### config.mk
export PLATFORM = sky130hd
export DESIGN_NAME = multicycle_control
export DESIGN_NICKNAME = d
export VERILOG_FILES = /design/src/rtl/multicycle_control_pkg.sv /design/src/rtl/multicycle_control.sv
export SDC_FILE = /design/constraint.sdc
export NUM_CORES = 1
export LEC_CHECK = 0
export BUFFER_PORTS_ARGS = -buffer_cell sky130_fd_sc_hd__buf_2
export CAP_MARGIN = 20
export CORE_MARGIN = 2
export CORE_UTILIZATION = 54
export CTS_CLUSTER_SIZE = 10
export DETAILED_ROUTE_END_ITERATION = 16
export PLACE_DENSITY = 0.84
export SLEW_MARGIN = 20
export SYNTH_ARGS = -nofsm -noshare
export SYNTH_HDL_FRONTEND = slang
export SYNTH_SLANG_ARGS = --single-unit
### constraint.sdc
create_clock -name Clk -period 4.55 [get_ports Clk]
set_input_delay 0.91 -clock Clk [delete_from_list [all_inputs] [get_ports Clk]]
set_output_delay 0.91 -clock Clk [all_outputs]
set_load 0.02 [all_outputs]
### src/rtl/multicycle_control_pkg.sv
// Shared encodings for the multicycle datapath controller: state codes,
// opcodes, ALU operation and ALU B-source selectors.
package multicycle_control_pkg;

    typedef enum logic [3:0] {
        S_FETCH    = 4'd0,
        S_DECODE   = 4'd1,
        S_EXEC_R   = 4'd2,
        S_R_WB     = 4'd3,
        S_MEM_ADDR = 4'd4,
        S_MEM_RD   = 4'd5,
        S_MEM_WB   = 4'd6,
        S_MEM_WR   = 4'd7,
        S_BRANCH   = 4'd8
    } state_t;

    localparam logic [1:0] OP_R   = 2'b00;
    localparam logic [1:0] OP_LW  = 2'b01;
    localparam logic [1:0] OP_SW  = 2'b10;
    localparam logic [1:0] OP_BEQ = 2'b11;

    localparam logic [1:0] ALUOP_ADD   = 2'b00;
    localparam logic [1:0] ALUOP_SUB   = 2'b01;
    localparam logic [1:0] ALUOP_FUNCT = 2'b10;

    localparam logic [1:0] SRCB_REG   = 2'b00;
    localparam logic [1:0] SRCB_FOUR  = 2'b01;
    localparam logic [1:0] SRCB_IMM   = 2'b10;
    localparam logic [1:0] SRCB_SHIMM = 2'b11;

    // An instruction retires on the edge that leaves its final state.
    function automatic logic is_retire(input state_t s, input logic mem_ready);
        return (s == S_R_WB) || (s == S_MEM_WB) || (s == S_BRANCH) ||
               ((s == S_MEM_WR) && mem_ready);
    endfunction

endpackage

### src/rtl/multicycle_control.sv
// Moore control FSM for a multicycle MIPS-style datapath, with a registered
// retire pulse and a wrapping retired-instruction counter.
module multicycle_control
    import multicycle_control_pkg::*;
(
    input  logic        Clk,
    input  logic        Clear,
    input  logic        Run,
    input  logic [1:0]  Op,
    input  logic        Zero,
    input  logic        MemReady,
    output logic        PCWrite,
    output logic        IorD,
    output logic        IRWrite,
    output logic        MemRead,
    output logic        MemWrite,
    output logic        RegDst,
    output logic        RegWrite,
    output logic        MemtoReg,
    output logic        ALUSrcA,
    output logic        PCSource,
    output logic [1:0]  ALUSrcB,
    output logic [1:0]  ALUOp,
    output logic        InstrDone,
    output logic [15:0] InstrCount
);

    state_t state;
    state_t next_state;

    always_ff @(posedge Clk) begin
        if (Clear) begin
            state      <= S_FETCH;
            InstrDone  <= 1'b0;
            InstrCount <= 16'h0000;
        end else begin
            state     <= next_state;
            InstrDone <= is_retire(state, MemReady);
            if (is_retire(state, MemReady))
                InstrCount <= InstrCount + 16'h0001;
        end
    end

    always_comb begin
        next_state = state;
        PCWrite    = 1'b0;
        IorD       = 1'b0;
        IRWrite    = 1'b0;
        MemRead    = 1'b0;
        MemWrite   = 1'b0;
        RegDst     = 1'b0;
        RegWrite   = 1'b0;
        MemtoReg   = 1'b0;
        ALUSrcA    = 1'b0;
        PCSource   = 1'b0;
        ALUSrcB    = SRCB_REG;
        ALUOp      = ALUOP_ADD;
        case (state)
            S_FETCH: begin
                // Run is only a gate for starting; idle FETCH drives nothing.
                if (Run) begin
                    MemRead = 1'b1;
                    ALUSrcB = SRCB_FOUR;
                    IRWrite = MemReady;
                    PCWrite = MemReady;
                    if (MemReady)
                        next_state = S_DECODE;
                end
            end
            S_DECODE: begin
                ALUSrcB = SRCB_SHIMM;
                case (Op)
                    OP_R:    next_state = S_EXEC_R;
                    OP_BEQ:  next_state = S_BRANCH;
                    default: next_state = S_MEM_ADDR;
                endcase
            end
            S_EXEC_R: begin
                ALUSrcA    = 1'b1;
                ALUOp      = ALUOP_FUNCT;
                next_state = S_R_WB;
            end
            S_R_WB: begin
                RegDst     = 1'b1;
                RegWrite   = 1'b1;
                next_state = S_FETCH;
            end
            S_MEM_ADDR: begin
                ALUSrcA    = 1'b1;
                ALUSrcB    = SRCB_IMM;
                next_state = (Op == OP_LW) ? S_MEM_RD : S_MEM_WR;
            end
            S_MEM_RD: begin
                MemRead = 1'b1;
                IorD    = 1'b1;
                if (MemReady)
                    next_state = S_MEM_WB;
            end
            S_MEM_WB: begin
                RegWrite   = 1'b1;
                MemtoReg   = 1'b1;
                next_state = S_FETCH;
            end
            S_MEM_WR: begin
                MemWrite = 1'b1;
                IorD     = 1'b1;
                if (MemReady)
                    next_state = S_FETCH;
            end
            S_BRANCH: begin
                ALUSrcA    = 1'b1;
                ALUOp      = ALUOP_SUB;
                PCSource   = 1'b1;
                PCWrite    = Zero;
                next_state = S_FETCH;
            end
            default: next_state = S_FETCH;
        endcase
    end

endmodule

==> results of run 1 <==
logic make-up (layout without fill, tap and decap cells):
kind of cell	after synthesis	after routing	synth area share, %
and+or+nand+nor	67	67	32.5
AOI/OAI and AO/OA	40	40	19.6
DFF	21	21	34.3
buffers and inverters	15	46	6.52
adders and majority gates	4	4	4.08
xor gates and xnor gates	2	2	1.43
muxes	2	2	1.63
per-layer routing:
| metal | wire (um) | up-vias |
|---|---|---|
| met1 | 1210 | 554 |
| met4 | 28 | 0 |
| met5 | 0 | - |
| met2 | 1270 | 35 |
| met3 | 148 | 4 |
| li1 | - | 617 |
worst min path at each step:
stage                   start  slack (ns)              to  depth (start not counted)
4_1_cts        InstrCount[15]        0.49  InstrCount[15]                          2
3_5_place_dp   InstrCount[15]        0.47  InstrCount[15]                          2
2_1_floorplan  InstrCount[15]        0.55  InstrCount[15]                          2
3_3_place_gp   InstrCount[15]        0.46  InstrCount[15]                          2
5_1_grt        InstrCount[11]        0.53  InstrCount[11]                          2
6_report       InstrCount[15]        0.49  InstrCount[15]                          2
final cells by class:
type | instances | area, um2
multi-input combinational | 115 | 727
inverter | 4 | 15.0
clock buffer | 3 | 22.5
timing repair buffer | 38 | 193
sequential | 21 | 420
clock inverter | 1 | 7.51
tap | 28 | 35.0
fill | 196 | 749
stage by stage:
step                      total power, mW  area [um2]  util (%)  setup slack (ns)
after floorplan                     0.420        1230         -              1.75
after global placement              0.458        1390      64.1              2.05
after detailed placement            0.462        1390      64.1              2.02
after CTS                           0.556        1420      65.5              1.83
after global routing                0.590        1420      65.5              1.66
final                               0.554        1420      65.5              1.83
state kept, by name, summed over array words and instances (netlist names):
register / flops
InstrDone: 1
state: 4
InstrCount: 16
where the power goes:
group | internal, mW | leakage [nW] | switching (mW) | total (mW)
clock | 0.0335 | 0.0139 | 0.0604 | 0.0939
sequential | 0.198 | 0.170 | 0.0495 | 0.248
combinational | 0.0816 | 0.400 | 0.131 | 0.212
total | 0.313 | 0.583 | 0.240 | 0.554
cell usage in the layout (no fill, tap or decap):
cell / synthesis / routed
sky130_fd_sc_hd__buf_2: 1 / 37
sky130_fd_sc_hd__dfxtp_1: 21 / 21
sky130_fd_sc_hd__a21oi_1: 17 / 17
sky130_fd_sc_hd__nor2_1: 12 / 12
sky130_fd_sc_hd__o21ai_0: 11 / 11
sky130_fd_sc_hd__nand2_1: 9 / 9
sky130_fd_sc_hd__or3_1: 8 / 8
sky130_fd_sc_hd__o31ai_1: 6 / 6
sky130_fd_sc_hd__or4_1: 6 / 6
sky130_fd_sc_hd__nand3_1: 5 / 5
sky130_fd_sc_hd__inv_1: 4 / 4
sky130_fd_sc_hd__nand2b_1: 4 / 4
sky130_fd_sc_hd__nand4_1: 4 / 4
sky130_fd_sc_hd__ha_1: 4 / 4
sky130_fd_sc_hd__nor3_1: 3 / 3
sky130_fd_sc_hd__and2_1: 3 / 3
sky130_fd_sc_hd__clkbuf_4: 0 / 3
sky130_fd_sc_hd__or2_2: 2 / 2
sky130_fd_sc_hd__nor4_1: 2 / 2
sky130_fd_sc_hd__a211oi_1: 2 / 2
sky130_fd_sc_hd__nor4b_1: 2 / 2
sky130_fd_sc_hd__nor2b_1: 2 / 2
sky130_fd_sc_hd__mux2i_1: 2 / 2
sky130_fd_sc_hd__a2111oi_0: 2 / 2
sky130_fd_sc_hd__and4_1: 2 / 2
sky130_fd_sc_hd__nor4b_4: 1 / 1
sky130_fd_sc_hd__a21o_1: 1 / 1
sky130_fd_sc_hd__nor3b_1: 1 / 1
sky130_fd_sc_hd__xnor2_1: 1 / 1
sky130_fd_sc_hd__and4bb_2: 1 / 1
sky130_fd_sc_hd__a311oi_2: 1 / 1
sky130_fd_sc_hd__xor2_1: 1 / 1
sky130_fd_sc_hd__clkinvlp_4: 0 / 1
sky130_fd_sc_hd__buf_4: 2 / 1
worst reg2reg max path, cell delays in order (launching register included):
cell and delay, ns:
sky130_fd_sc_hd__dfxtp_1 0.69, sky130_fd_sc_hd__and4bb_2 0.34, sky130_fd_sc_hd__a311oi_2 0.05, sky130_fd_sc_hd__buf_4 0.26, sky130_fd_sc_hd__or4_1 0.52, sky130_fd_sc_hd__a21oi_1 0.17
==> results.txt, run 1 <==
- Total global routing track utilization: 20.6%
- met2 is the most crowded layer.
- The number of nets in the synthesized netlist is around 160.
- After synthesis, the netlist uses 35 different library cells.
- The wire-length estimate of the detail-placed layout is approximately 1900 um.
- Cts bufs inserted: 3
* Number of routed nets with antenna violations: 0
* Setup clock skew after layout: 0.00702 ns
- The synthesized design spends more area on one cell type than any other, namely sky130_fd_sc_hd__dfxtp_1.
* Post-CTS repair timing setup buffer count: 0
* Stage delay of the slowest cell on the critical path: around 0.5 ns
- Hold-fix buffers at CTS: 0
* Initial core utilization: 56.6%
* Number of H-tree levels: 1
- DRC violation total after the first TritonRoute iteration: 25
- List of cells traversed by the critical path: or2_2 > nor4_1 > a21o_1 > buf_2
- Buffers placed on the I/O ports in this run total 37.
- Counting tap cells, the placed design contains a total of around 210 instances.
- The worst path needs 2.72 ns of the cycle, external delays included.
- Across all layers, the routed design uses around 1200 vias.
* Rows: 17
* Mean instance size in the synthesized netlist: slightly above 8 um2
* Slew Limit Fails: 0
- Residual overflow from global routing: 0
* CP required: 3.64 ns
- TritonCTS built the clock tree.
- The hold violation total from the final report is 0.
- Post-route non-filler standard cell count: 210
- The clock reaches the later pin of the worst-skew pair after just over 0.3 ns.
* RSZ-0062 raised after global routing: no
* Core area: roughly 2200 um2
- Startpoint type of the worst setup path: flop
- Global-route track usage on met3: slightly above 4%
- WP depth: 4
- Timing startpoint of the critical path: state[2]
- Buffer cell driving the clock tree root: sky130_fd_sc_hd__clkbuf_4
- The final layout contains routed wiring with a total length of between 2000 and 3000 um.
- Cell Area, Synth: about 1200 um2
- Setup Total Neg Slack: 0 ns
* Worst-margin pin slew: 0.609 ns
- Hold Slack: 0.492 ns
- Share of the synthesized area in the top cell type: between 30 and 40%
- For the worst flop-to-flop path, the logic depth is 5.
- Number of enable flip-flop cells after synthesis: 0
* Dominant synthesized flop cell: sky130_fd_sc_hd__dfxtp_1
- In this run, synthesis produced a sequential element count of 21.
* Final net count: ~190
- Slowest stage cell on the critical path: sky130_fd_sc_hd__dfxtp_1
- Cells with a size suffix above 1 make up between 20% and 30% of the layout.
- Most repeated cell in the gate-level netlist after synthesis: sky130_fd_sc_hd__dfxtp_1
- Of all flip-flops after synthesis, the portion carrying an async set or reset was 0%.
- From bottom edge to top edge, the die measures between 50 and 60 um.
- Along the worst path, the maximum fanout reaches 15.
* Rel. slew slack: slightly below 60%
- Reg-to-reg startpoint: state[2]
- For this design the static power due to leakage is between 0.5 and 0.6 nW.
* Run status: finished clean
- Global routing used about 33% of the available met2 tracks.
- Horizontal die dimension: around 52 um
- Routed vias/inst: approximately 5.8
- Highest ir drop seen on vdd: just over 0.0003 V
* Power Dens Cells: around 390 nW/um2
* DRC errors left: 0
- Clk sink count: 21
- Part of the cycle the worst path needs: between 50% and 60%
* Kind of cell with the highest combined delay on the critical path: simple AND/OR/NAND/NOR gates
- Global-route wire length before repair: 4260 um
* Synth-to-layout area growth: 15.7%
- Synthesized netlist cell count: approximately 150
- By count the netlist is led by sky130_fd_sc_hd__dfxtp_1 (21), sky130_fd_sc_hd__a21oi_1 (17), sky130_fd_sc_hd__nor2_1 (12).
- Before antenna repair, the detailed router went through 4 iterations.
- Critical Path Sink Type: primary output
- The path class of the tightest hold or removal check is reg2reg.
* Setup slack of the worst register-to-register path: around 2.5 ns
- Antenna violations before repair: 0
- Critical setup path kind: reg2out
- Gates resized during post-CTS repair numbered 0.
- Global routing consumed, on the met1 layer, between 20 and 30% of the routing resources.
* Area of the die: between 2000 and 3000 um2
- Number of buffers between clock root and the deepest sink: 2
- Register clock-pin slew on the reported worst setup and hold paths: 0.13 ns
- Worst setup path endpoint: PCWrite
- Via count of the first global-routing pass: ~1000
- Critical register-to-register path endpoint: InstrCount[13]
- Top-level I/O count: 38
* Buffers plus inverters on the worst setup path: 1
- Data arrives at the worst endpoint at 1.81 ns.
- Sequential elements use 34.3% of the synthesized area.
- Dividing the detail-routed wire length by the instance count gives approximately 13 um.
- Setup Viol. Count Final: 0
* Count of yosys warnings during synthesis: 0
- Synth area leaders: sky130_fd_sc_hd__dfxtp_1 (34%), sky130_fd_sc_hd__a21oi_1 (6.9%), sky130_fd_sc_hd__o21ai_0 (4.5%)
- Highest achievable clock rate: between 300 and 400 MHz
- ANT cells: 0
- Routability-driven placement finished with a final weighted congestion of between 0.7 and 0.8.
- Entering global routing, the biggest net connects 32 pins.
* Maxcap violations: 0
Note: power is estimated with default switching activity, not from simulation.
==> inputs of run 2 (changes only) <==
- ABC_AREA: unset -> 1
- CORE_UTILIZATION: 54 -> 51
- PLACE_DENSITY: 0.84 -> 0.79
- clock period: 4.55 -> 2.6 ns (I/O delays scaled with it)
==> results.txt, run 2 <==
- HPWL after DPL: 2160 um (was 1900 um)
* Worst Hold Depth: 2 (unchanged)
- The layout overhead on the synthesized area was 16.6% (was 15.7%).
- The count of flip-flops with a built-in enable after synthesis is 0 (unchanged).
- The number of diodes added for antenna fixing is 0 (unchanged).
* Largest reg by FF count: InstrCount (unchanged)
- Count of final hold-check violations: 0 (unchanged)
- The number of setup buffers added after CTS came to 0 (unchanged).
- The master cell of the clock root buffer is sky130_fd_sc_hd__clkbuf_4 (unchanged).
- The cell type with the highest aggregate area in the netlist is sky130_fd_sc_hd__dfxtp_1 (unchanged).
* Run status: finished clean (unchanged)
- Number of H-tree levels: 1 (unchanged)
* DRC violation total after the first TritonRoute iteration: 48 (was 25)
- The mean post-synth cell area was 6.16 um2 (was 8.13 um2).
* Proportion of synthesized flip-flops having asynchronous set or reset: 0% (unchanged)
- The share of post-route cells with drive strength above 1 was 17.6% (was 25.8%).
- The pin count of the biggest net entering global routing is 28 (was 32).
- RSZ-0062 raised after global routing: no (unchanged).
- The endpoint of the worst hold-timing path is InstrCount[8] (was InstrCount[15]).
- The final count of pins violating max slew is 0 (unchanged).
- The floorplan die height is 54.7 um (was 51.7 um).
- The number of global-route vias before repair came to 1066 (was 1002).
- Unique cell type count in the Yosys netlist: 20 (was 35)
- Clock insertion delay at the later pin of the skew report: 0.30 ns (was 0.31 ns)
* Register clock-pin slew on the reported worst setup and hold paths: 0.12 ns (was 0.13 ns)
- Number of buffers between clock root and the deepest sink: 2 (unchanged)
* Initial core utilization: 53.5% (was 56.6%)
- Global-route wire length before repair: 4430 um (was 4260 um)
- CP required: 2.08 ns (was 3.64 ns)
- Critical Path Sink Type: primary output (unchanged)
- The clock tree from TritonCTS is yes (unchanged).
* Hold-fix buffers at CTS: 0 (unchanged)
* Count of instances resized after the clock tree is built: 0 (unchanged)
- List of cells traversed by the critical path: inv_1 > nand2_1 > nor2_1 > inv_1 > o21ai_0 > buf_2 (was or2_2 > nor4_1 > a21o_1 > buf_2).
- The slew at the pin closest to its max-slew limit came to 0.389 ns (was 0.609 ns).
* Rows: 18 (was 17)
* Maxcap violations: 0 (unchanged)
* Part of the cycle the worst path needs: 75.4%
- The routed wire length per instance was 10.1 um (was 12.7 um).
- Count of yosys warnings during synthesis: 0 (unchanged)
* Critical register-to-register path endpoint: InstrCount[8] (was InstrCount[13])
- Design Power: 0.593 mW (was 0.554 mW)
- The startpoint of the most critical hold path was Clear (was InstrCount[15]).
* Class of the tightest hold or removal check: in2reg (was reg2reg)
* Highest ir drop seen on vdd: 0.000305 V (was 0.000307 V)
- The area of the die came to 3000 um2 (was 2670 um2).
* Antenna violations before repair: 0 (unchanged)
- Power Dens Cells: 388 nW/um2 (was 390 nW/um2)
* Stage delay of the slowest cell on the critical path: 0.35 ns (was 0.50 ns)
- Share of the synthesized area in the top cell type: 32.0% (was 34.3%)
- The most common cell in the synthesized netlist was sky130_fd_sc_hd__nand2_1 (was sky130_fd_sc_hd__dfxtp_1).
* Synthesized netlist cell count: 213 (was 151)
- The static leakage is 0.799 nW (was 0.583 nW).
- Horizontal die dimension: 54.7 um (was 51.7 um)
* DRC errors left: 0 (unchanged)
* Slowest stage cell on the critical path: sky130_fd_sc_hd__dfxtp_1 (unchanged)
- Top post-synthesis cells by count: sky130_fd_sc_hd__nand2_1 (57), sky130_fd_sc_hd__nor2_1 (39), sky130_fd_sc_hd__inv_1 (32) (was sky130_fd_sc_hd__dfxtp_1 (21), sky130_fd_sc_hd__a21oi_1 (17), sky130_fd_sc_hd__nor2_1 (12))
- By instance count, the cell type seen most on the critical path is sky130_fd_sc_hd__inv_1.
- Static timing analysis puts the maximum clock frequency at about 510 MHz.
* Leading cell type in the layout, fill and taps excluded: sky130_fd_sc_hd__nand2_1 (was sky130_fd_sc_hd__buf_2)
- Setup slack of the worst register-to-register path: 1.07 ns (was 2.45 ns)
* Critical setup path kind: reg2out (unchanged)
* Setup clock skew after layout: 0.00720 ns (was 0.00702 ns)
- The placer's final routability congestion estimate was 0.821 (was 0.752).
- Rel. slew slack: 74.0% (was 59.4%)
- The number of filler instances in the final layout was 243 (was 196).
- Largest fanout of any net on the critical path: 5 (was 15)
- The first-pass iteration count of the detailed router is 4 (unchanged).
- The count of endpoints failing setup in the final report was 0 (unchanged).
- Routed vias/inst: 5.00 (was 5.76)
* Final core utilization: 62.3% (was 65.5%)
* Synthesized Nets: 224 (was 162)
- Vias after detailed routing: 1400 (was 1210)
- The data arrival time of the worst path is 1.44 ns (was 1.81 ns).
* Commonest cells after routing, fill and taps aside: sky130_fd_sc_hd__nand2_1 (57), sky130_fd_sc_hd__nor2_1 (39), sky130_fd_sc_hd__buf_2 (37) (was sky130_fd_sc_hd__buf_2 (37), sky130_fd_sc_hd__dfxtp_1 (21), sky130_fd_sc_hd__a21oi_1 (17))
- The flip-flop count of the largest register, all copies and words added came to 16 (unchanged).
- Total length of routed wires: 2820 um (was 2660 um)
- Top-level I/O count: 38 (unchanged)
- The total core area came to 2450 um2 (was 2170 um2).
- The final net count was 262 (was 194).
- Sequential element share of the synthesized area: 32.0% (was 34.3%)
- The clock buffer count from CTS was 3 (unchanged).
- Reg-to-reg startpoint: InstrCount[1] (was state[2])
* Residual overflow from global routing: 0 (unchanged)
- PortBufs: 37 (unchanged)
- Setup Total Neg Slack: 0 ns (unchanged)
- Flip-flop and latch count after synthesis: 21 (unchanged)
- Biggest registers after layout: InstrCount: 16 flops, state: 4 flops, InstrDone: 1 flops (unchanged)
- Cell Area, Synth: 1310 um2 (was 1230 um2)
- R2R cell count: 7 (was 5)
* Dominant synthesized flop cell: sky130_fd_sc_hd__dfxtp_1 (unchanged)
* Total global routing track utilization: 20.2% (was 20.6%)
- The number of nets with antenna violations after routing came to 0 (unchanged).
* Synth area leaders: sky130_fd_sc_hd__dfxtp_1 (32%), sky130_fd_sc_hd__nand2_1 (16%), sky130_fd_sc_hd__nor2_1 (11%) (was sky130_fd_sc_hd__dfxtp_1 (34%), sky130_fd_sc_hd__a21oi_1 (6.9%), sky130_fd_sc_hd__o21ai_0 (4.5%))
* Final worst path period need: around 2 ns
- Startpoint type of the worst setup path: flop (unchanged)
- The clock sink count came to 21 (unchanged).
==> run 2: cell count changes in the layout (fill, tap and decap cells not counted), moves of 3 or more <==
cell / delta
sky130_fd_sc_hd__nand2_1: +48
sky130_fd_sc_hd__inv_1: +28
sky130_fd_sc_hd__nor2_1: +27
sky130_fd_sc_hd__nand3_1: +14
sky130_fd_sc_hd__or3_1: -8
sky130_fd_sc_hd__o21ai_0: -7
sky130_fd_sc_hd__o31ai_1: -6
sky130_fd_sc_hd__or4_1: -6
sky130_fd_sc_hd__nand2b_1: -4
sky130_fd_sc_hd__and2_1: -3
sky130_fd_sc_hd__nand4_1: +3
sky130_fd_sc_hd__nor3_1: -3
==> run 2: logic make-up (layout without fill, tap and decap cells) <==
family	Yosys count	after routing	share of synthesized area, %
and+or+nand+nor	126	126	41.8
buffers and inverters	36	73	11.5
AOI/OAI and AO/OA	24	24	9.53
DFF	21	21	32.0
adders and majority gates	4	4	3.81
xor gates and xnor gates	2	2	1.33
==> run 2: per-layer routing <==
metal,track usage (%),part of all wire [%],up-vias
met2,32.1,43,46
met3,3.55,5.6,5
met5,0,0,-
li1,-,-,755
met4,7.08,1.3,0
met1,27.1,50,594
==> run 2: area by class of cell <==
class	instances	area (um2)	share of cell area (%)
clock buffer	4	26.3	1.72
inverter	32	120	7.85
multi-input combinational	156	741	48.4
sequential	21	420	27.5
tap	30	37.5	2.45
timing repair buffer	37	185	12.1
==> run 2: where the power goes <==
part	leakage (nW)	total, mW	internal, mW	switching [mW]
sequential	0.169	0.333	0.327	0.00640
combinational	0.614	0.103	0.0327	0.0705
clock	0.0150	0.157	0.0598	0.0969
==> run 2: through the flow <==
stage	worst slack, ns	area, um2	hold WS (ns)	cells
final	0.640	1530	0.479	280
after CTS	0.633	1530	0.473	280
after detailed placement	0.967	1500	0.494	276
after global routing	0.471	1530	0.475	280
after global placement	1.00	1500	0.489	276
after floorplan	0.903	1310	0.558	213
==> run 2: worst max path at each step <==
stage | startpoint | end | slack [ns] | depth (start not counted)
after global routing | state[1] | ALUSrcB[0] | 0.47 | 6
after global placement | state[0] | RegWrite | 1.00 | 7
after CTS | state[0] | RegWrite | 0.63 | 7
after floorplan | state[1] | ALUSrcB[0] | 0.90 | 5
after detailed placement | state[0] | RegWrite | 0.97 | 7
final | state[1] | MemRead | 0.64 | 6
==> run 2: critical path: cells and delay by family, from the launching register on <==
kind	cells	cell delay, ns
compound gates	1	0.16
flops	1	0.35
simple gates	2	0.21
buf+inv	3	0.42
